===== src/rtl/pixel_fetch.sv =====
// Fetches one column of up to 16 pixels from memory, one outstanding read at a time,
// and presents the packed column on pix_col with a one-cycle scratch_rdy pulse.
module pixel_fetch (
  input  logic         clk,
  input  logic         rst,
  input  logic         load_en,
  input  logic         zero,
  input  logic [11:0]  row,
  input  logic [11:0]  column,
  input  logic [11:0]  width,
  input  logic [19:0]  offset,
  input  logic [3:0]   filter_size,
  output logic         scratch_rdy,
  output logic [127:0] pix_col,
  output logic         mem_rd_en,
  output logic [19:0]  mem_addr,
  input  logic         mem_rd_valid,
  input  logic [7:0]   mem_rd_data
);

  typedef enum logic [1:0] {IDLE, ISSUE, WAIT, DONE} state_t;

  state_t      state_reg, state_next;
  logic [3:0]  k_reg, k_next;
  logic [11:0] row_reg, column_reg, width_reg;
  logic [19:0] offset_reg;
  logic [3:0]  filter_size_reg;
  logic [7:0]  lane_reg [16];

  logic        capture;
  logic        lane_wr;
  logic [11:0] row_k;
  logic [23:0] prod;
  logic [19:0] addr_calc;

  assign capture = (state_reg == IDLE) && load_en;
  assign lane_wr = (state_reg == WAIT) && mem_rd_valid;

  // Row index wraps at 12 bits; product truncated to 20 bits; sum wraps at 2^20.
  assign row_k     = row_reg + {8'b0, k_reg};
  assign prod      = {12'b0, row_k} * {12'b0, width_reg};
  assign addr_calc = offset_reg + prod[19:0] + {8'b0, column_reg};

  always_ff @(posedge clk) begin
    if (rst) begin
      state_reg       <= IDLE;
      k_reg           <= 4'd0;
      row_reg         <= 12'd0;
      column_reg      <= 12'd0;
      width_reg       <= 12'd0;
      offset_reg      <= 20'd0;
      filter_size_reg <= 4'd0;
    end else begin
      state_reg <= state_next;
      k_reg     <= k_next;
      if (capture) begin
        row_reg         <= row;
        column_reg      <= column;
        width_reg       <= width;
        offset_reg      <= offset;
        filter_size_reg <= filter_size;
      end
    end
  end

  always_comb begin
    state_next  = state_reg;
    k_next      = k_reg;
    scratch_rdy = 1'b0;
    mem_rd_en   = 1'b0;
    mem_addr    = 20'd0;
    case (state_reg)
      IDLE: begin
        if (load_en) begin
          k_next     = 4'd0;
          state_next = zero ? DONE : ISSUE;
        end
      end
      ISSUE: begin
        mem_rd_en  = 1'b1;
        mem_addr   = addr_calc;
        state_next = WAIT;
      end
      WAIT: begin
        if (mem_rd_valid) begin
          if (k_reg == filter_size_reg) begin
            state_next = DONE;
          end else begin
            k_next     = k_reg + 4'd1;
            state_next = ISSUE;
          end
        end
      end
      DONE: begin
        scratch_rdy = 1'b1;
        state_next  = IDLE;
      end
      default: begin
        state_next = IDLE;
        k_next     = 4'd0;
      end
    endcase
  end

  genvar gi;
  generate
    for (gi = 0; gi < 16; gi++) begin : g_lane
      // Lanes beyond the requested size are zeroed at capture so they never carry stale pixels.
      always_ff @(posedge clk) begin
        if (rst) begin
          lane_reg[gi] <= 8'd0;
        end else if (capture && (zero || (4'(gi) > filter_size))) begin
          lane_reg[gi] <= 8'd0;
        end else if (lane_wr && (k_reg == 4'(gi))) begin
          lane_reg[gi] <= mem_rd_data;
        end
      end
      assign pix_col[8*gi +: 8] = lane_reg[gi];
    end
  endgenerate

endmodule


===== config.mk =====
export PLATFORM = sky130hd
export DESIGN_NAME = pixel_fetch
export DESIGN_NICKNAME = d
export VERILOG_FILES = /design/src/rtl/pixel_fetch.sv
export SDC_FILE = /design/constraint.sdc
export NUM_CORES = 1
export LEC_CHECK = 0
export ABC_CLOCK_PERIOD_IN_PS = 17070
export BUFFER_PORTS_ARGS = -buffer_cell sky130_fd_sc_hd__buf_2
export CAP_MARGIN = 20
export CORE_AREA = 4 4 211 213
export CTS_CLUSTER_SIZE = 24
export DETAILED_ROUTE_END_ITERATION = 8
export DIE_AREA = 0 0 215 217
export PLACE_DENSITY = 0.52
export RECOVER_POWER = 25
export SLEW_MARGIN = 20
export SYNTH_ARGS = -nofsm -noshare
export SYNTH_HDL_FRONTEND = slang
export SYNTH_SLANG_ARGS = --single-unit

===== constraint.sdc =====
create_clock -name clk -period 17.07 [get_ports clk]
set_clock_uncertainty 0.2 [all_clocks]
set_input_delay 0.8535 -clock clk [delete_from_list [all_inputs] [get_ports clk]]
set_output_delay 0.8535 -clock clk [all_outputs]
set_load 0.01 [all_outputs]

==> metrics <==
relative slew slack -1.51; CP delay by family, top adder cells; fraction of the yosys area taken by sequential cells 0.393; GPL Wtd Cong 0.825; Residual DRC 0; initial antenna violation count 1; # nets final 1,755; number of flops mapped to enable cells by yosys 128; Die ar. 46,700 um^2; Min Hold Slack 0.258 ns; GRT Resource Usage Total 0.157; TritonCTS Sinks 194; status complete, but fails checks; Synth cell types 51; post-place setup slack 8.24 ns; Psw 0.396 mW; Worst Max-Slew Pin Slew 3.76 ns; postcts setup bufs 0; post-CTS resize count 0; Die Width 215 um; Routed Antenna Nets 0; Final WS setup 7.77 ns; CTS tree yes; Mapped Nets 1,562; Sequential Power Share 0.454; final setup violation count 0; combinational power share 0.188; switching part of the total 0.321; synthesis-to-layout area growth 16.9%; asr flop ratio synth 0; crit path max fanout 12; minimum clock period 9.30 ns; Synth Flop Type edfxtp_1; CP max-delay cell fa_1; H-tree Lvls 4; Period Utilization, post-route 0.545; CTS max path bufs 2; cts hold-fix bufs 0; Clk pwr share 0.357; failing checks max-capacitance violations, max-slew violations; Worst VDD drop 69.7 uV; Worst EP arrival 8.25 ns; Crit path buffers/inverters 9; Hold/Removal Path Class register to register; largest net degree at the start of global routing 78; initial core utilization 0.308; Netlist Area Pre-Place 13,100 um^2; syn avg cell area 10.1 um^2; Startpoint Class register; CTS buffer count 17; DRT Pass-1 Iters 4; Post-Route Utilization 0.359; crit end category output pin; dpl hpwl 27,300 um; wire length per cell 17.3 um; worst path required time 16.02 ns; final slew viol count 78; RSZ-0062 raised after global routing no; DR vias/cell 4.57; Synth Instances 1,298; Ys Warns 0; slowest stage delay, CP 0.54 ns; Area after DPL 14,800 um^2; setup tns final 0 ns; clock slew at reported path FFs 0.08 ns; vias in the first global route 9,705; max reg flops 128; global route total overflow 0; pwr/cell area 80.4 nW/um^2; IO Count 223; clock root buffer clkbuf_16; core footprint 42,700 um^2; Final Hold Vio Count 0; global-route wire length before repair 56,700 um; # port buffers 222; Int Power 0.838 mW; Fmax 107 MHz; Initial DRC Count 374; synthesized flop and latch total 194; max-cap viol count 1; chip height 217 um; DRT Wirelength 35,500 um; via count 9,373; post-route cell area 15,300 um^2; Cell Rows 76; share of cells above drive strength 1 0.138; Pleak 7.02 nW; clk_lat worst skew 0.48 ns; CP Class register to output pin
worst min-delay path, cell delays in order (launching register included):
cell and delay, ns:
dfxtp_1 0.32, nand2_1 0.05, a21oi_1 0.05
routing by layer:
metal / GRT usage / vias to the layer above / routed length, um
li1: - / 4538 / -
met1: 0.214 / 4576 / 16800
met2: 0.253 / 228 / 16400
met3: 0.0369 / 29 / 1700
met4: 0.0432 / 2 / 512
met5: 0 / - / 13
layout by cell type (no fill, tap or decap), drive strengths merged, types with 4 or more instances in the layout:
master  Yosys  routed
nand2     208     208
and2      191     191
inv       162     173
buf         4     168
edfxtp    128     128
fa        123     123
a21oi      88      88
clkbuf     55      82
ha         68      68
dfxtp      66      66
nor2       29      29
nor2b      25      25
nor3       17      17
o21ai      16      16
xnor2      14      14
xor2       12      12
nand2b     12      12
and3        9       9
nand3       6       6
a21o        6       6
a211oi      6       6
o21a        5       5
nor3b       5       5
and3b       5       5
a221o       4       4
final cells by class:
cell class | instances | area (um^2)
inverter | 162 | 608
multi-input combinational | 883 | 7140
sequential | 194 | 5160
tap | 546 | 683
antenna | 1 | 2.50
timing repair buffer | 233 | 1110
clock inverter | 15 | 213
fill | 4360 | 27400
clock buffer | 17 | 425
path summary, 6_finish.rpt:
kind / cells past startpoint / slack (ns) / start / endpoint
worst min-delay path: 2 / 0.26 / offset_reg[11] / offset_reg[11]
worst min register to register: 2 / 0.26 / offset_reg[11] / offset_reg[11]
worst max register to register: 6 / 14.07 / state_reg[1] / lane_reg[0][23]
worst max-delay path: 29 / 7.77 / k_reg[0] / mem_addr[18]
per-stage QoR:
stage          std cells  total power, mW
3_5_place_dp        2018            0.809
5_1_grt             2050             1.30
2_1_floorplan       1298            0.715
6_report            2051             1.23
3_3_place_gp        2018            0.808
4_1_cts             2050             1.26
synthesized netlist by cell type (2+ instances only):
cell type  instances  area share
nand2_1          208       0.059
and2_1           191       0.091
inv_1            162       0.046
edfxtp_1         128        0.29
fa_1             123        0.19
a21oi_1           88       0.034
ha_1              68       0.065
dfxtp_1           66        0.10
clkbuf_1          55       0.016
nor2_1            29      0.0083
nor2b_1           25       0.012
nor3_1            17      0.0065
o21ai_0           14      0.0053
xnor2_1           14      0.0093
nand2b_1          12      0.0057
xor2_1            12      0.0080
and3_1             8      0.0038
a211oi_1           6      0.0034
a21o_1             6      0.0034
nand3_1            6      0.0023
and3b_1            5      0.0033
nor3b_1            5      0.0029
o21a_1             5      0.0029
a221o_1            4      0.0030
buf_1              4      0.0011
mux2i_1            3      0.0023
o31a_1             3      0.0020
nand3b_1           2      0.0011
nor4_1             2     0.00095
o2111ai_1          2      0.0013
o21ai_1            2     0.00076
o311ai_0           2      0.0013
or2_2              2     0.00095
or3_1              2     0.00095
power by group through the flow:
stage	Combinational [mW]	Clock [mW]	Sequential, mW
after detailed placement	0.237	0	0.571
after floorplan	0.143	0	0.571
after CTS	0.240	0.456	0.561
final	0.232	0.441	0.561
after global placement	0.237	0	0.571
after global routing	0.265	0.475	0.564
logic make-up after synthesis:
logic type	share of synthesized area
AND/OR/NAND/NOR	0.201
buffers and inverters	0.0632
flip-flops	0.393
adder cells (fa/ha/maj)	0.252
AO/OA/AOI/OAI	0.0659
XOR/XNOR	0.0209
multiplexers	0.00314
(Power assumes the default switching activity.)
